===== config.mk =====
export PLATFORM = sky130hd
export DESIGN_NAME = alu_req_arbiter_flat
export DESIGN_NICKNAME = d
export VERILOG_FILES = /design/src/rtl/alu_req_arbiter_if.sv /design/src/rtl/alu_req_arbiter.sv /design/src/flat_wrapper.sv
export SDC_FILE = /design/constraint.sdc
export NUM_CORES = 1
export LEC_CHECK = 0
export CAP_MARGIN = 10
export CORE_MARGIN = 5
export CORE_UTILIZATION = 36
export DETAILED_ROUTE_END_ITERATION = 10
export GPL_ROUTABILITY_DRIVEN = 0
export GPL_TIMING_DRIVEN = 0
export PLACE_DENSITY = 0.78
export SYNTH_ARGS = -nofsm -noshare
export SYNTH_HDL_FRONTEND = slang
export SYNTH_SLANG_ARGS = --single-unit

===== constraint.sdc =====
create_clock -name clk -period 2 [get_ports clk]
set_input_delay 0.3 -clock clk [delete_from_list [all_inputs] [get_ports clk]]
set_output_delay 0.3 -clock clk [all_outputs]
set_load 0.02 [all_outputs]

===== src/rtl/alu_req_arbiter_if.sv =====
// ============================================================================
// alu_req_arbiter_if
// ----------------------------------------------------------------------------
// Bundles every handshake/bus signal around the shared ALU arbiter so the
// arbiter and its environment connect through a single port.
//
// Signal groups:
//   req0_* / req1_*  : requester valid/ready handshake, operands a/b, op code
//   resp_*           : tagged response (valid/ready, id, result, flags, err)
//   alu_*            : operands/controls to the combinational ALU and its
//                      result/carry/overflow coming back
//   stat0/stat1_cnt  : completed-op counters (zero unless ALU_ARB_STATS_EN)
//
// Modports:
//   slave  : the arbiter side (consumes requests, drives responses and ALU)
//   master : the environment side (requesters, response consumer, ALU)
// ============================================================================
interface alu_req_arbiter_if #(
    parameter int DATA_W = 16
);
    logic              req0_valid;
    logic              req0_ready;
    logic [DATA_W-1:0] req0_a;
    logic [DATA_W-1:0] req0_b;
    logic [2:0]        req0_op;

    logic              req1_valid;
    logic              req1_ready;
    logic [DATA_W-1:0] req1_a;
    logic [DATA_W-1:0] req1_b;
    logic [2:0]        req1_op;

    logic              resp_valid;
    logic              resp_ready;
    logic              resp_id;
    logic [DATA_W-1:0] resp_result;
    logic [3:0]        resp_flags;
    logic              resp_err;

    logic [DATA_W-1:0] alu_a;
    logic [DATA_W-1:0] alu_b;
    logic              alu_sub;
    logic [2:0]        alu_op_select;
    logic [DATA_W-1:0] alu_result;
    logic              alu_cout;
    logic              alu_overflow;

    logic [15:0]       stat0_cnt;
    logic [15:0]       stat1_cnt;

    modport slave (
        input  req0_valid, req0_a, req0_b, req0_op,
        output req0_ready,
        input  req1_valid, req1_a, req1_b, req1_op,
        output req1_ready,
        output resp_valid, resp_id, resp_result, resp_flags, resp_err,
        input  resp_ready,
        output alu_a, alu_b, alu_sub, alu_op_select,
        input  alu_result, alu_cout, alu_overflow,
        output stat0_cnt, stat1_cnt
    );

    modport master (
        output req0_valid, req0_a, req0_b, req0_op,
        input  req0_ready,
        output req1_valid, req1_a, req1_b, req1_op,
        input  req1_ready,
        input  resp_valid, resp_id, resp_result, resp_flags, resp_err,
        output resp_ready,
        input  alu_a, alu_b, alu_sub, alu_op_select,
        output alu_result, alu_cout, alu_overflow,
        input  stat0_cnt, stat1_cnt
    );
endinterface


===== src/rtl/alu_req_arbiter.sv =====
// ============================================================================
// alu_req_arbiter
// ----------------------------------------------------------------------------
// Shares one combinational 16-bit ALU between two requesters using
// round-robin arbitration. An accepted request is latched onto the ALU
// inputs, held for a fixed settle window (longer for mul/div), and the
// result plus {C,V,N,Z} flags are captured into a tagged response that is
// held until the consumer takes it. Illegal ops and divide-by-zero skip the
// ALU entirely and answer with resp_err=1.
//
// Ports:
//   clk  : system clock, rising edge
//   rst  : synchronous reset, active-high
//   bus  : alu_req_arbiter_if.slave (requests, response, ALU link, stats)
//
// Parameters:
//   DATA_W  : operand/result width, fixed at 16 to match the ALU
//   MD_WAIT : extra settle cycles for mul (100) and div (101), 0..15
//
// Optional feature macro: ALU_ARB_STATS_EN
//   defined   -> per-requester saturating completed-op counters
//   undefined -> stat0_cnt/stat1_cnt tied to zero, no counter flops
// ============================================================================
module alu_req_arbiter #(
    parameter int DATA_W  = 16,
    parameter int MD_WAIT = 2
) (
    input logic              clk,
    input logic              rst,
    alu_req_arbiter_if.slave bus
);

    typedef enum logic [1:0] {
        IDLE = 2'd0,
        EXEC = 2'd1,
        WAIT = 2'd2,
        RESP = 2'd3
    } state_t;

    localparam bit       HAS_WAIT  = (MD_WAIT > 0);
    localparam logic [3:0] WAIT_LOAD = HAS_WAIT ? 4'(MD_WAIT - 1) : 4'd0;

    state_t            state_q, state_d;
    logic              rr_ptr_q, rr_ptr_d;
    logic [DATA_W-1:0] a_q, a_d;
    logic [DATA_W-1:0] b_q, b_d;
    logic [2:0]        op_q, op_d;
    logic              id_q, id_d;
    logic [3:0]        wait_cnt_q, wait_cnt_d;
    logic              resp_valid_q, resp_valid_d;
    logic              resp_id_q, resp_id_d;
    logic [DATA_W-1:0] resp_result_q, resp_result_d;
    logic [3:0]        resp_flags_q, resp_flags_d;
    logic              resp_err_q, resp_err_d;

    logic              grant_id;
    logic              take;
    logic [DATA_W-1:0] sel_a;
    logic [DATA_W-1:0] sel_b;
    logic [2:0]        sel_op;
    logic              sel_err;
    logic              is_md;
    logic              is_addsub;
    logic [3:0]        cap_flags;
    logic              capture;
    logic              resp_fire;

    // Arbitration: a lone valid requester wins outright; on contention the
    // round-robin pointer decides. Acceptance is only possible in IDLE and
    // never while reset is held, so no transfer can slip past a reset.
    always_comb begin
        grant_id = (bus.req0_valid & bus.req1_valid) ? rr_ptr_q : bus.req1_valid;
        take     = (state_q == IDLE) & ~rst & (bus.req0_valid | bus.req1_valid);
        sel_a    = grant_id ? bus.req1_a  : bus.req0_a;
        sel_b    = grant_id ? bus.req1_b  : bus.req0_b;
        sel_op   = grant_id ? bus.req1_op : bus.req0_op;
        // Ops 110/111 and div by zero never reach the ALU.
        sel_err  = (sel_op[2:1] == 2'b11) | ((sel_op == 3'b101) & (sel_b == '0));
    end

    assign bus.req0_ready = take & ~grant_id;
    assign bus.req1_ready = take &  grant_id;

    // Carry/overflow are only meaningful for add/sub; N and Z are derived
    // locally from the result rather than trusted from the ALU.
    assign is_md     = (op_q == 3'b100) | (op_q == 3'b101);
    assign is_addsub = (op_q[2:1] == 2'b00);
    assign cap_flags = {is_addsub & bus.alu_cout,
                        is_addsub & bus.alu_overflow,
                        bus.alu_result[DATA_W-1],
                        (bus.alu_result == '0)};
    assign resp_fire = resp_valid_q & bus.resp_ready;

    // Next-state logic for the IDLE -> EXEC -> [WAIT] -> RESP sequence.
    // Capturing is shared between the end of EXEC and the end of WAIT.
    always_comb begin
        state_d       = state_q;
        rr_ptr_d      = rr_ptr_q;
        a_d           = a_q;
        b_d           = b_q;
        op_d          = op_q;
        id_d          = id_q;
        wait_cnt_d    = wait_cnt_q;
        resp_valid_d  = resp_valid_q;
        resp_id_d     = resp_id_q;
        resp_result_d = resp_result_q;
        resp_flags_d  = resp_flags_q;
        resp_err_d    = resp_err_q;
        capture       = 1'b0;

        case (state_q)
            IDLE: begin
                if (take) begin
                    a_d      = sel_a;
                    b_d      = sel_b;
                    op_d     = sel_op;
                    id_d     = grant_id;
                    rr_ptr_d = ~grant_id;
                    if (sel_err) begin
                        state_d       = RESP;
                        resp_valid_d  = 1'b1;
                        resp_id_d     = grant_id;
                        resp_result_d = '0;
                        resp_flags_d  = 4'd0;
                        resp_err_d    = 1'b1;
                    end else begin
                        state_d = EXEC;
                    end
                end
            end
            EXEC: begin
                if (is_md && HAS_WAIT) begin
                    state_d    = WAIT;
                    wait_cnt_d = WAIT_LOAD;
                end else begin
                    capture = 1'b1;
                end
            end
            WAIT: begin
                if (wait_cnt_q == 4'd0) begin
                    capture = 1'b1;
                end else begin
                    wait_cnt_d = wait_cnt_q - 4'd1;
                end
            end
            RESP: begin
                if (resp_fire) begin
                    resp_valid_d = 1'b0;
                    state_d      = IDLE;
                end
            end
            default: state_d = IDLE;
        endcase

        if (capture) begin
            state_d       = RESP;
            resp_valid_d  = 1'b1;
            resp_id_d     = id_q;
            resp_result_d = bus.alu_result;
            resp_flags_d  = cap_flags;
            resp_err_d    = 1'b0;
        end
    end

    // All FSM and datapath state; reset abandons any in-flight op.
    always_ff @(posedge clk) begin
        if (rst) begin
            state_q       <= IDLE;
            rr_ptr_q      <= 1'b0;
            a_q           <= '0;
            b_q           <= '0;
            op_q          <= 3'd0;
            id_q          <= 1'b0;
            wait_cnt_q    <= 4'd0;
            resp_valid_q  <= 1'b0;
            resp_id_q     <= 1'b0;
            resp_result_q <= '0;
            resp_flags_q  <= 4'd0;
            resp_err_q    <= 1'b0;
        end else begin
            state_q       <= state_d;
            rr_ptr_q      <= rr_ptr_d;
            a_q           <= a_d;
            b_q           <= b_d;
            op_q          <= op_d;
            id_q          <= id_d;
            wait_cnt_q    <= wait_cnt_d;
            resp_valid_q  <= resp_valid_d;
            resp_id_q     <= resp_id_d;
            resp_result_q <= resp_result_d;
            resp_flags_q  <= resp_flags_d;
            resp_err_q    <= resp_err_d;
        end
    end

    // ALU inputs come straight from the latched request, so they stay
    // stable for the whole settle window and hold while IDLE/RESP.
    assign bus.alu_a         = a_q;
    assign bus.alu_b         = b_q;
    assign bus.alu_op_select = op_q;
    assign bus.alu_sub       = (op_q == 3'b001);

    assign bus.resp_valid  = resp_valid_q;
    assign bus.resp_id     = resp_id_q;
    assign bus.resp_result = resp_result_q;
    assign bus.resp_flags  = resp_flags_q;
    assign bus.resp_err    = resp_err_q;

`ifdef ALU_ARB_STATS_EN
    logic [15:0] stat0_q, stat0_d;
    logic [15:0] stat1_q, stat1_d;

    // Count every delivered response per requester, error responses too,
    // saturating rather than wrapping.
    always_comb begin
        stat0_d = stat0_q;
        stat1_d = stat1_q;
        if (resp_fire) begin
            if (!resp_id_q && (stat0_q != 16'hFFFF)) stat0_d = stat0_q + 16'd1;
            if ( resp_id_q && (stat1_q != 16'hFFFF)) stat1_d = stat1_q + 16'd1;
        end
    end

    always_ff @(posedge clk) begin
        if (rst) begin
            stat0_q <= 16'd0;
            stat1_q <= 16'd0;
        end else begin
            stat0_q <= stat0_d;
            stat1_q <= stat1_d;
        end
    end

    assign bus.stat0_cnt = stat0_q;
    assign bus.stat1_cnt = stat1_q;
`else
    assign bus.stat0_cnt = 16'd0;
    assign bus.stat1_cnt = 16'd0;
`endif

endmodule


===== src/flat_wrapper.sv =====
// flat-port wrapper written by rule: the top's interface ports become plain ports
module alu_req_arbiter_flat 
#(
    parameter int DATA_W  = 16,
    parameter int MD_WAIT = 2
)
  (clk, rst, bus_req0_valid, bus_req0_a, bus_req0_b, bus_req0_op, bus_req0_ready, bus_req1_valid, bus_req1_a, bus_req1_b, bus_req1_op, bus_req1_ready, bus_resp_valid, bus_resp_id, bus_resp_result, bus_resp_flags, bus_resp_err, bus_resp_ready, bus_alu_a, bus_alu_b, bus_alu_sub, bus_alu_op_select, bus_alu_result, bus_alu_cout, bus_alu_overflow, bus_stat0_cnt, bus_stat1_cnt);
  alu_req_arbiter_if #(.DATA_W(DATA_W)) bus_i ();
  input logic clk;
  input logic rst;
  input wire logic [$bits(bus_i.req0_valid)-1:0] bus_req0_valid;
  input wire logic [$bits(bus_i.req0_a)-1:0] bus_req0_a;
  input wire logic [$bits(bus_i.req0_b)-1:0] bus_req0_b;
  input wire logic [$bits(bus_i.req0_op)-1:0] bus_req0_op;
  output wire logic [$bits(bus_i.req0_ready)-1:0] bus_req0_ready;
  input wire logic [$bits(bus_i.req1_valid)-1:0] bus_req1_valid;
  input wire logic [$bits(bus_i.req1_a)-1:0] bus_req1_a;
  input wire logic [$bits(bus_i.req1_b)-1:0] bus_req1_b;
  input wire logic [$bits(bus_i.req1_op)-1:0] bus_req1_op;
  output wire logic [$bits(bus_i.req1_ready)-1:0] bus_req1_ready;
  output wire logic [$bits(bus_i.resp_valid)-1:0] bus_resp_valid;
  output wire logic [$bits(bus_i.resp_id)-1:0] bus_resp_id;
  output wire logic [$bits(bus_i.resp_result)-1:0] bus_resp_result;
  output wire logic [$bits(bus_i.resp_flags)-1:0] bus_resp_flags;
  output wire logic [$bits(bus_i.resp_err)-1:0] bus_resp_err;
  input wire logic [$bits(bus_i.resp_ready)-1:0] bus_resp_ready;
  output wire logic [$bits(bus_i.alu_a)-1:0] bus_alu_a;
  output wire logic [$bits(bus_i.alu_b)-1:0] bus_alu_b;
  output wire logic [$bits(bus_i.alu_sub)-1:0] bus_alu_sub;
  output wire logic [$bits(bus_i.alu_op_select)-1:0] bus_alu_op_select;
  input wire logic [$bits(bus_i.alu_result)-1:0] bus_alu_result;
  input wire logic [$bits(bus_i.alu_cout)-1:0] bus_alu_cout;
  input wire logic [$bits(bus_i.alu_overflow)-1:0] bus_alu_overflow;
  output wire logic [$bits(bus_i.stat0_cnt)-1:0] bus_stat0_cnt;
  output wire logic [$bits(bus_i.stat1_cnt)-1:0] bus_stat1_cnt;
  assign bus_i.req0_valid = bus_req0_valid;
  assign bus_i.req0_a = bus_req0_a;
  assign bus_i.req0_b = bus_req0_b;
  assign bus_i.req0_op = bus_req0_op;
  assign bus_req0_ready = bus_i.req0_ready;
  assign bus_i.req1_valid = bus_req1_valid;
  assign bus_i.req1_a = bus_req1_a;
  assign bus_i.req1_b = bus_req1_b;
  assign bus_i.req1_op = bus_req1_op;
  assign bus_req1_ready = bus_i.req1_ready;
  assign bus_resp_valid = bus_i.resp_valid;
  assign bus_resp_id = bus_i.resp_id;
  assign bus_resp_result = bus_i.resp_result;
  assign bus_resp_flags = bus_i.resp_flags;
  assign bus_resp_err = bus_i.resp_err;
  assign bus_i.resp_ready = bus_resp_ready;
  assign bus_alu_a = bus_i.alu_a;
  assign bus_alu_b = bus_i.alu_b;
  assign bus_alu_sub = bus_i.alu_sub;
  assign bus_alu_op_select = bus_i.alu_op_select;
  assign bus_i.alu_result = bus_alu_result;
  assign bus_i.alu_cout = bus_alu_cout;
  assign bus_i.alu_overflow = bus_alu_overflow;
  assign bus_stat0_cnt = bus_i.stat0_cnt;
  assign bus_stat1_cnt = bus_i.stat1_cnt;
  alu_req_arbiter #(.DATA_W(DATA_W), .MD_WAIT(MD_WAIT)) u_core (.clk(clk), .rst(rst), .bus(bus_i));
endmodule

== Word-level counts from Yosys, hierarchy flattened ==
Cells that the tools add are included.

* Bitwise logic cells: 14
* Eq/ne operators: 14
* Muxes and demuxes: 33
* Reductions and logical operators: 18
* Add/subtract/negate cells: 1

{| class="wikitable"
|+ Operators by type and width
! cell !! count
|-
| $mux W16 || 6
|-
| $logic_not A16 Y1 || 2
|-
| $mux W4 || 6
|-
| $ne A3 B1 Y1 const B || 4
|-
| $mux W1 || 11
|-
| $mux W2 || 5
|-
| $and A1 B1 Y1 || 9
|-
| $eq A3 B3 Y1 const B || 3
|-
| $reduce_and A3 Y1 || 3
|-
| $pmux W4 S2 || 1
|-
| $reduce_and A4 Y1 || 2
|-
| $reduce_bool A2 Y1 || 4
|-
| $eq A2 B2 Y1 const B || 3
|-
| $pmux W2 S3 || 1
|-
| $logic_not A2 Y1 || 2
|-
| $logic_not A4 Y1 || 1
|-
| $pmux W1 S2 || 2
|-
| $reduce_bool A4 Y1 || 1
|-
| $sub A4 B1 Y4 const B || 1
|-
| $eq A3 B1 Y1 const B || 1
|-
| $mux W3 || 1
|-
| $or A1 B1 Y1 || 3
|-
| $reduce_bool A3 Y1 || 1
|-
| $eq A2 B1 Y1 const B || 1
|-
| 5 further kinds || 6
|}

* Output and inout port bits: 93
* Input port bits: 93
* Logic and storage cells: 92
* Flip-flop bits (word level): 66

== Logic depth before layout (Yosys ltp) ==
Gate-level depths: netlist (run 1).

* Word-level depth: 10
* Depth in mapped cells: 8
* Depth with buffers taken out: 7

== Worst setup path after synthesis (run 1) ==
Ideal clock, no wire load.

* Kind: register to register
* From: register u_core.state_q[0]
* To: register u_core.resp_flags_q[1], in the netlist u_core.bus.resp_flags[1]
* Setup time: 0.132 ns
* Cell stages (with the launch flop): 9
* Arrival: 1.910 ns
* Clock period less this slack: 2.042 ns
* Path buffers: 1
* Path slack: -0.042 ns
* Required time: 1.868 ns
* Path through: dfxtp_1 inv_1 ha_1 and4bb_2 a21oi_2 nor2_4 a211oi_4 buf_6 nor3_1

* Longest elaborated chain between the ends: 5
* Elaborated cells on any way between the ends: 11
* Those cells by class: eq/ne (2); mux (2); bitwise (2); reduce/logical (5)

{| class="wikitable"
|+ RTL lines
! item !! line !! RTL
|-
| from (decl) || alu_req_arbiter.sv:43 || <nowiki>state_t state_q, state_d;</nowiki>
|-
| from (signal assigned) || alu_req_arbiter.sv:181 || <nowiki>state_q <= state_d;</nowiki>
|-
| $logic_not A2 Y1 || alu_req_arbiter.sv:73, alu_req_arbiter.sv:111 ||
|-
| $and A1 B1 Y1 (2 in series) || alu_req_arbiter.sv:73 || <nowiki>take = (state_q == IDLE) & ~rst & (bus.req0_valid | bus.req1_valid);</nowiki>
|-
| $reduce_bool A2 Y1 (no line) || - ||
|-
| $reduce_and A3 Y1 (no line) || - ||
|-
| to (signal assigned) || alu_req_arbiter.sv:191 || <nowiki>resp_flags_q <= resp_flags_d;</nowiki>
|-
| to (decl) || alu_req_arbiter.sv:53 || <nowiki>logic [3:0] resp_flags_q, resp_flags_d;</nowiki>
|}

Parallel ways exist; a longest one is shown, timed or not.
A chain may end at the register's enable or synchronous reset.

== Worst setup path in the final report (run 1) ==
* From: input port rst
* To: output port bus_req1_ready

* Longest elaborated chain between the ends: 4

{| class="wikitable"
|+ RTL lines
! item !! line !! RTL
|-
| from (decl) || flat_wrapper.sv:10 || <nowiki>input logic rst;</nowiki>
|-
| $not A1 Y1 || alu_req_arbiter.sv:73 ||
|-
| $and A1 B1 Y1 (2 in series) || alu_req_arbiter.sv:73 ||
|-
| $and A1 B1 Y1 || alu_req_arbiter.sv:82 || <nowiki>assign bus.req1_ready = take & grant_id;</nowiki>
|-
| to (decl) || flat_wrapper.sv:20 || <nowiki>output wire logic [$bits(bus_i.req1_ready)-1:0] bus_req1_ready;</nowiki>
|}

No other way between the ends.

==> results of run 1 <==
## worst min-delay path, stage by stage
cell and delay (ps):
dlymetal6s2s_1 150, nand2_1 70, a311oi_1 80
## through the flow
| stage | std cells | setup TNS [ps] |
|---|---|---|
| 6_report | 743 | 0 |
| 5_1_grt | 742 | -35.84 |
| 4_1_cts | 742 | -32.35 |
| 3_5_place_dp | 721 | -31390 |
| 3_3_place_gp | 721 | -29820 |
| 2_1_floorplan | 439 | 0 |
## Yosys cell counts (7+ instances only)
cell | instances | area share (%)
a21oi_1 | 7 | 1.0
a311oi_1 | 33 | 8.4
buf_4 | 34 | 7.4
clkbuf_1 | 23 | 2.5
dfxtp_1 | 65 | 38
ha_1 | 8 | 2.9
inv_1 | 7 | 0.76
mux2i_1 | 16 | 4.6
nand2_1 | 38 | 4.1
nand3_1 | 35 | 5.1
nor2_1 | 45 | 4.9
nor3_1 | 25 | 3.6
nor4_1 | 10 | 1.8
## cells in the final DEF, fill, tap and decap left out, types with 3 or more instances in the layout
cell type	netlist	routed
clkbuf_1	23	14
buf_4	34	43
o21ai_0	6	4
nand3_1	35	35
inv_1	7	5
conb_1	1	32
a311oi_1	33	33
a21oi_1	7	7
nand2_1	38	37
nor4_1	10	7
clkbuf_8	0	9
a211oi_1	6	6
dfxtp_1	65	63
clkdlybuf4s50_1	0	145
nor2_1	45	44
ha_1	8	5
nor3_1	25	24
buf_6	2	5
mux2i_1	16	16
clkbuf_2	0	6
nand4_1	3	3
dlygate4sd2_1	0	4
## cell families after synthesis
logic type      synth area share, %
simple gates                  23.97
compound gates                18.27
other cells                  0.1089
buf+inv                       11.99
fa+ha+maj                     2.906
flops                         37.78
mux                           4.976
## registers in the layout, summed over array words and instances, names as in the netlist
register and cells:
u_core.bus.alu_a 16, u_core.bus.alu_b 16, u_core.bus.alu_op_select 3, u_core.bus.resp_err 1
u_core.bus.resp_flags 4, u_core.bus.resp_id 1, u_core.bus.resp_result 15, u_core.bus.resp_valid 1
u_core.id_q 1, u_core.rr_ptr_q 1, u_core.state_q 2, u_core.wait_cnt_q 4
## worst paths after layout
| kind | start | end | slack (ps) | cells past startpoint |
|---|---|---|---|---|
| min | bus_req0_b[2] | u_core.bus.alu_b[2]$_SDFFE_PP0P_ | 290 | 3 |
| max reg2reg | u_core.rr_ptr_q$_SDFFE_PP0P_ | u_core.bus.resp_valid$_SDFFE_PP0P_ | 90 | 7 |
| min reg2reg | u_core.bus.resp_err$_SDFFE_PP0P_ | u_core.bus.resp_err$_SDFFE_PP0P_ | 460 | 2 |
| max | rst | bus_req1_ready | 30 | 5 |
## routing by layer
metal | global-route usage (%) | part of all wire, % | vias up
met1 | 24.12 | 41 | 1736
met2 | 32.10 | 48 | 173
met3 | 6.539 | 8.9 | 27
met5 | 0 | 0 | -
met4 | 7.033 | 2.3 | 0
li1 | - | - | 1825
## what timing repair did
item	in CTS	in global routing
pin swaps	6	5
buffers inserted	5	2
gates resized for setup	40	30
setup endpoints to repair	64	62
## area by class of cell
cell class | instances | area [µm²]
antenna | 1 | 2.502
buffer | 61 | 406.6
clock buffer | 9 | 123.9
clock inverter | 7 | 102.6
fill | 806 | 3605
inverter | 8 | 31.28
multi-input combinational | 303 | 1963
sequential | 65 | 1309
tap | 129 | 161.4
timing repair buffer | 160 | 1579
## power groups by stage
stage               Clock [mW]  Sequential, mW  Combinational (mW)
floorplan                    0            2.42                1.44
global placement             0            1.98                3.19
detailed placement           0            2.00                3.25
CTS                       1.31            1.97                3.38
global route              1.36            2.05                3.75
finish                    1.28            1.99                3.49
==> metrics.csv, run 1 <==
stage,metric,value,unit
status,status,completed,
synthesis,"Seq/Total Area, Yosys",37.78,%
timing,final setup fails,0,
die,core area,0.009284,mm²
die,die area,0.01162,mm²
route,drt first pass iters,4,
clock_network,clock sink count,65,
clock_network,CTS tree,built,
route,Post-DRT Antenna Nets,0,
global_route,largest net degree at the start of global routing,14,
die,effective utilization at floorplan,37.10,%
cells_and_area,final non-filler cell area,0.005679,mm²
route,final WL,11870,µm
synthesis,Ys Warns,0,
cells_and_area,final core occ,61.17,%
placement,Place WS,-1058,ps
placement,HPWL Detailed,9139,µm
synthesis,"FF+latch count, synth",65,
critical_path,"delay-heaviest family, CP",buffers and inverters,
clock_network,Num CTS Buffers,9,
die,die width,107.8,µm
power_and_ir_drop,Net Switching,2.716,mW
critical_path,Critical Path End Type,output port,
timing,unrepaired setup endpoints after global routing,yes,
timing,hold slack final,294.1,ps
critical_path,Worst EP arrival,1670,ps
global_route,GRT Total Usage,19.69,%
critical_path,critical path's largest stage delay,580,ps
power_and_ir_drop,Int Pwr,4.047,mW
synthesis,Synth Cell Area,0.003445,mm²
timing,final worst path period share,98.50,%
critical_path,CP max stage cell,clkdlybuf4s50_1,
synthesis,average size of a mapped cell,8.443,µm²
power_and_ir_drop,clock power share,19.0,%
global_route,first-pass GRT wire length,18330,µm
synthesis,Post-synth EDFFs,0,
global_route,vias in the first global route,3852,
cells_and_area,share of layout cells above drive strength 1,16.48,%
power_and_ir_drop,VDD IR-drop max,0.0007510,V
power_and_ir_drop,Gate power share,51.7,%
route,via/cell ratio,5.062,
critical_path,startpoint types,input pin,
critical_path,WP data required,1700,ps
timing,final hold violation count,0,
die,row count,35,
clock_network,clock tree buffer depth,2,
power_and_ir_drop,sw frac,40.16,%
clock_network,CTS root buf,clkbuf_8,
power_and_ir_drop,leak pwr,2.211,nW
route,WL per Instance,15.97,µm
global_route,initial antenna violation count,0,
cells_and_area,Synth-to-Final Area Change,64.87,%
critical_path,WS Path Type,input pin to output port,
cells_and_area,NumNets Final,709,
route,vias after detailed routing,3761,
power_and_ir_drop,total power,6.763,mW
die,die height,107.8,µm
route,initial drt markers,156,
synthesis,Yosys cell types,50,
placement,number of I/O port buffers,153,
critical_path,CP Buf/Inv Count,4,
clock_network,clock-pin slew on the worst setup and hold paths,70,ps
timing,FMAX,507.6,MHz
clock_network,# H-tree levels,3,
die,Ports,186,
placement,Post-DP Area,0.005261,mm²
global_route,gr ovfl total,0,
critical_path,Worst Path Max Fanout,10,
timing,Final min period,1970,ps
synthesis,Syn Inst Count,408,
worst_hold_path,Hold/Removal Path Class,input pin to flop,
power_and_ir_drop,PwrDens,1191,mW/mm²
run,max-cap violation count,0,
timing,fin. max-slew vios,0,
clock_network,worst skew pair latency,350,ps
synthesis,fraction of registers with async set or reset after synthesis,0,%
critical_path,cells along the critical path,clkdlybuf4s50_1 -> buf_2 -> clkbuf_4 -> nor3_2 -> buf_4,
timing,post-route setup slack,30.09,ps
power_and_ir_drop,Seq pwr share,29.4,%
route,DR DRC count,0,
synthesis,"Primary FF master, synth",dfxtp_1,
timing,Fin Clk Skew,7.235,ps
clock_network,# hold bufs at CTS,0,
(Power assumes the default switching activity.)
==> inputs of run 2 (changes only) <==
Settings changed: CORE_MARGIN 5 to not set.
==> run 2 against run 1 <==
Non-clock buffer count increased by 3; sequential share of layout area about the same; cell count increased by 0.40%; total power decreased by 3.1%; critical path type is now flop to flop.
==> metrics.csv, run 2 (synthesis results as in run 1) <==
stage,metric,value,unit,change
timing,FMAX,506.1,MHz,-0.30%
global_route,GRT Total Usage,22.31,%,+2.6 points
critical_path,WP data required,2210,ps,+510 ps
critical_path,Critical Path End Type,flop,,
cells_and_area,NumNets Final,712,,+0.42%
critical_path,CP Buf/Inv Count,1,,-3
critical_path,Worst EP arrival,2180,ps,+510 ps
cells_and_area,Layout Cells excl Fill,746,,+0.40%
placement,number of I/O port buffers,153,,unchanged
cells_and_area,final core occ,61.58,%,+0.41 points
timing,final setup fails,0,,unchanged
global_route,gr ovfl total,0,,unchanged
power_and_ir_drop,leak pwr,2.234,nW,+1.0%
power_and_ir_drop,VDD IR-drop max,0.0005074,V,-32%
critical_path,CP max stage cell,o21ai_0,,
route,initial drt markers,168,,+7.7%
placement,Post-DP Area,0.005261,mm²,unchanged
timing,final worst path period share,98.80,%,+0.30 points
global_route,vias in the first global route,3759,,-2.4%
status,status,completed,,
cells_and_area,"most common cell after layout, fill and taps aside",clkdlybuf4s50_1,,
die,row count,35,,unchanged
global_route,largest net degree at the start of global routing,13,,-1
route,final WL,11320,µm,-4.6%
clock_network,CTS root buf,clkbuf_8,,
critical_path,R2R Setup Slk,20,ps,-70 ps
placement,Place WS,-1054,ps,+4.100 ps
clock_network,CTS tree,built,,
clock_network,# H-tree levels,3,,unchanged
timing,fin. max-slew vios,0,,unchanged
route,DR DRC count,0,,unchanged
die,core area,0.009240,mm²,-0.47%
die,Ports,186,,unchanged
route,Post-DRT Antenna Nets,0,,unchanged
critical_path,WS Path Type,flop to flop,,
placement,HPWL Detailed,8615,µm,-5.7%
global_route,initial antenna violation count,1,,+1
critical_path,cells along the critical path,inv_2 -> ha_2 -> o21ai_2 -> o21ai_0 -> nand2_1 -> a221oi_1 -> a211oi_1,,
route,vias after detailed routing,3817,,+1.5%
cells_and_area,share of layout cells above drive strength 1,18.02,%,+1.5 points
clock_network,clock sink count,65,,unchanged
timing,hold slack final,286.5,ps,-7.531 ps
cells_and_area,Layout fillers,786,,-2.5%
clock_network,clock tree buffer depth,2,,unchanged
critical_path,critical path's largest stage delay,410,ps,-170 ps
power_and_ir_drop,PwrDens,1152,mW/mm²,-3.3%
clock_network,clock-pin slew on the worst setup and hold paths,80,ps,about the same
timing,final hold violation count,0,,unchanged
die,die height,99.82,µm,-7.4%
clock_network,worst skew pair latency,350,ps,about the same
critical_path,"delay-heaviest family, CP",compound AO/OA/AOI/OAI gates,,
die,effective utilization at floorplan,37.28,%,+0.18 points
cells_and_area,most frequent cells in the layout,"clkdlybuf4s50_1, dfxtp_1, buf_4, nor2_1, nand2_1",,
critical_path,Worst Path Max Fanout,5,,-5
worst_hold_path,Hold/Removal Path Class,input pin to flop,,
cells_and_area,final non-filler cell area,0.005690,mm²,+0.20%
die,die area,0.009963,mm²,-14%
global_route,first-pass GRT wire length,17640,µm,-3.8%
timing,post-route setup slack,24.08,ps,-6.008 ps
placement,dpl cells,721,,unchanged
route,WL per Instance,15.18,µm,-5.0%
critical_path,startpoint types,flop,,
route,drt first pass iters,5,,+1
route,via/cell ratio,5.117,,+1.1%
clock_network,Num CTS Buffers,9,,unchanged
timing,Fin Clk Skew,7.951,ps,+0.7158 ps
die,die width,99.82,µm,-7.4%
cells_and_area,Synth-to-Final Area Change,65.20,%,
run,max-cap violation count,0,,unchanged
timing,Final min period,1976,ps,+6.008 ps
-- run 2: changes by cell type in the layout (fill, tap and decap cells not counted), sizes merged --
cell	delta
dlygate4sd2	-1
buf	+3
dlymetal6s2s	+3
bufinv	-2
clkinvlp	+2
clkdlybuf4s50	-2
inv	-1
clkinv	+1
-- run 2: final timing paths --
path,from,to,depth (start not counted)
hold / removal,bus_req0_b[8],u_core.bus.alu_b[8]$_SDFFE_PP0P_,3
hold reg to reg,u_core.bus.resp_err$_SDFFE_PP0P_,u_core.bus.resp_err$_SDFFE_PP0P_,2
setup / recovery,u_core.state_q[1]$_SDFFE_PP0P_,u_core.state_q[1]$_SDFFE_PP0P_,7
setup reg to reg,u_core.state_q[1]$_SDFFE_PP0P_,u_core.state_q[1]$_SDFFE_PP0P_,7
-- run 2: what timing repair did --
item / in CTS / in global routing
gates resized for setup: 40 / 42
setup endpoints to repair: 49 / 61
setup buffers: 5 / 5
hold buffers: 0 / 0
hold endpoints to repair: 0 / 0
pin swaps: 7 / 8
-- run 2: power breakdown --
| part | internal, mW | total, mW | switching (mW) | leakage, nW |
|---|---|---|---|---|
| clock network | 0.446 | 0.997 | 0.550 | 0.0814 |
| logic | 1.65 | 3.55 | 1.90 | 1.62 |
| registers | 1.72 | 2.00 | 0.283 | 0.537 |
| total | 3.82 | 6.56 | 2.74 | 2.23 |
-- run 2: cell type report --
cell class	instances	area, µm²	share of cell area, %
Multi-Input combinational cell	303	1993	35.03
Timing Repair Buffer	163	1614	28.36
Sequential cell	65	1310	23.02
Buffer	61	407.9	7.168
Tap cell	129	161.4	2.836
Clock buffer	9	123.9	2.177
Clock inverter	7	46.29	0.8135
Inverter	8	31.28	0.5497
Antenna cell	1	2.502	0.04398
-- run 2: per-stage QoR --
step / TNS, ps / power (mW)
global placement: -23840 / 5.157
global route: -126.4 / 6.917
floorplan: 0 / 3.862
finish: 0 / 6.555
CTS: -28.78 / 6.356
detailed placement: -26330 / 5.239
-- run 2: layer usage --
metal / global-route usage, % / vias to the layer above / wire [µm]
met4: 7.919 / 0 / 286
li1: - / 1833 / -
met3: 6.198 / 25 / 918
met1: 25.57 / 1790 / 4454
met5: 0 / - / 0
met2: 39.63 / 169 / 5661
-- run 2: worst reg2reg max path: cells and delay by family, from the launching register on --
family,cells,cell delay [ps]
DFF,1,370
and+or+nand+nor,1,110
buffers and inverters,1,130
adders and majority gates,1,240
AOI/OAI and AO/OA,4,1010
==> inputs of run 3 (changes only) <==
Settings changed: RECOVER_POWER set to 50.
==> run 3 against run 2 <==
Clock power is 0.6% lower; hold slack better by 2.4 ps; global-route usage is the same; combinational power shrank 3%; via count fell by 0.21%; sequential share of layout area about the same; clock-buffer cell count did not move; non-clock buffer count is the same; core utilization about the same; critical path type unchanged; highest routed layer unchanged.
==> metrics.csv, run 3 (synthesis results as in run 1) <==
stage,metric,value,unit,change
clock_network,clock sink count,65,,unchanged
die,effective utilization at floorplan,37.28,%,unchanged
timing,Fin Clk Skew,9.148,ps,+1.197 ps
route,metal2 WL,5710,µm,+0.87%
critical_path,CP max stage cell,o21ai_0,,
route,Highest Signal Layer,met4,,
worst_hold_path,Hold/Removal Path Class,input pin to flop,,
critical_path,"delay-heaviest family, CP",compound AO/OA/AOI/OAI gates,,
status,status,completed,,
cells_and_area,final non-filler cell area,0.005688,mm²,about the same
clock_network,worst skew pair latency,340,ps,about the same
critical_path,Worst Path Max Fanout,5,,unchanged
power_and_ir_drop,Gate power share,53.5,%,-0.7 points
cells_and_area,share of layout cells above drive strength 1,17.69,%,-0.32 points
route,vias after detailed routing,3809,,-0.21%
critical_path,cells along the critical path,inv_2 -> ha_2 -> o21ai_2 -> o21ai_0 -> nand2_1 -> a221oi_1 -> a211oi_1,,
run,max-cap violation count,0,,unchanged
timing,FMAX,505.9,MHz,about the same
critical_path,Worst EP arrival,2180,ps,about the same
route,WL per Instance,15.17,µm,about the same
route,DR DRC count,0,,unchanged
power_and_ir_drop,Int Pwr,3.690,mW,-3.3%
clock_network,CTS tree,built,,
critical_path,startpoint types,flop,,
clock_network,clock tree buffer depth,2,,unchanged
global_route,gr ovfl total,0,,unchanged
placement,number of I/O port buffers,153,,unchanged
timing,final worst path period share,98.84,%,about the same
die,row count,35,,unchanged
clock_network,clock-pin slew on the worst setup and hold paths,80,ps,about the same
cells_and_area,NumNets Final,712,,unchanged
power_and_ir_drop,clock power share,15.4,%,+0.2 points
global_route,vias in the first global route,3759,,unchanged
placement,Post-DP Area,0.005261,mm²,unchanged
power_and_ir_drop,total power,6.414,mW,-2.2%
clock_network,Num CTS Buffers,9,,unchanged
cells_and_area,most frequent cells in the layout,"clkdlybuf4s50_1, dfxtp_1, dlygate4sd3_1, buf_4, nor2_1",,
global_route,GRT Total Usage,22.31,%,unchanged
power_and_ir_drop,sw frac,42.46,%,+0.70 points
route,drt first pass iters,4,,-1
timing,Final min period,1977,ps,+0.8647 ps
placement,Place WS,-1054,ps,unchanged
die,die width,99.82,µm,unchanged
global_route,first-pass GRT wire length,17640,µm,unchanged
placement,HPWL Detailed,8615,µm,unchanged
die,die area,0.009963,mm²,unchanged
die,core area,0.009240,mm²,unchanged
timing,final hold violation count,0,,unchanged
route,metal3 WL,840,µm,-8.5%
cells_and_area,"most common cell after layout, fill and taps aside",clkdlybuf4s50_1,,
power_and_ir_drop,Net Switching,2.723,mW,-0.51%
timing,post-route setup slack,23.22,ps,-0.8647 ps
die,Ports,186,,unchanged
clock_network,CTS root buf,clkbuf_8,,
cells_and_area,Synth-to-Final Area Change,65.13,%,about the same
critical_path,WP data required,2200,ps,about the same
clock_network,# H-tree levels,3,,unchanged
power_and_ir_drop,Seq pwr share,31.1,%,+0.5 points
global_route,initial antenna violation count,1,,unchanged
power_and_ir_drop,PwrDens,1128,mW/mm²,-2.1%
route,initial drt markers,208,,+24%
critical_path,Critical Path End Type,flop,,
critical_path,critical path's largest stage delay,400,ps,about the same
timing,total negative slack,0,ps,unchanged
global_route,largest net degree at the start of global routing,13,,unchanged
die,die height,99.82,µm,unchanged
route,final WL,11320,µm,about the same
route,WL met1,4490,µm,+0.81%
timing,final setup fails,0,,unchanged
timing,hold slack final,289.0,ps,+2.438 ps
critical_path,WS Path Type,flop to flop,,
route,via/cell ratio,5.106,,-0.21%
power_and_ir_drop,leak pwr,2.370,nW,+6.1%
timing,fin. max-slew vios,0,,unchanged
power_and_ir_drop,VDD IR-drop max,0.0004913,V,-3.2%
route,Post-DRT Antenna Nets,0,,unchanged
critical_path,CP Buf/Inv Count,1,,unchanged
run 3: power by group through the flow:
stage          clock network [mW]  logic, mW  registers, mW
4_1_cts                      1.00       3.36           1.99
2_1_floorplan                   0       1.44           2.42
3_5_place_dp                    0       3.23           2.01
6_report                    0.991       3.43           1.99
3_3_place_gp                    0       3.16           2.00
5_1_grt                      1.06       3.68           2.04
run 3: cell type report:
class | instances | area [µm²]
fill | 788 | 3552
multi-input combinational | 303 | 1993
timing repair buffer | 163 | 1614
sequential | 65 | 1310
buffer | 61 | 405.4
tap | 129 | 161.4
clock buffer | 9 | 123.9
clock inverter | 7 | 46.29
inverter | 8 | 31.28
antenna | 1 | 2.502
run 3: path summary, 6_finish.rpt:
kind	startpoint	end	slack, ps	cells past startpoint
min	bus_req0_b[8]	u_core.bus.alu_b[8]$_SDFFE_PP0P_	290	3
max	u_core.state_q[1]$_SDFFE_PP0P_	u_core.state_q[1]$_SDFFE_PP0P_	20	7
min reg2reg	u_core.bus.resp_err$_SDFFE_PP0P_	u_core.bus.resp_err$_SDFFE_PP0P_	470	2
max reg2reg	u_core.state_q[1]$_SDFFE_PP0P_	u_core.state_q[1]$_SDFFE_PP0P_	20	7
run 3: through the flow:
step,utilization [%],std cells
finish,61.56,746
CTS,59.93,742
global placement,56.94,721
detailed placement,56.94,721
floorplan,-,439
global route,61.56,746
run 3: per-layer routing:
metal | track usage (%) | vias to the layer above
met3 | 6.198 | 24
met2 | 39.63 | 169
met4 | 7.919 | 0
met1 | 25.57 | 1783
li1 | - | 1833
met5 | 0 | -
run 3: worst register-to-register path, cell delays in order, from the launching register on:
cell	delay, ps
dfxtp_2	370
inv_2	130
ha_2	240
o21ai_2	130
o21ai_0	410
nand2_1	110
a221oi_1	330
a211oi_1	140
run 3: timing repair:
| action | CTS | global route |
|---|---|---|
| hold buffers | 0 | 0 |
| gates resized for setup | 40 | 42 |
| buffers inserted | 5 | 5 |
| setup endpoints to repair | 49 | 61 |
| pin swaps | 7 | 8 |
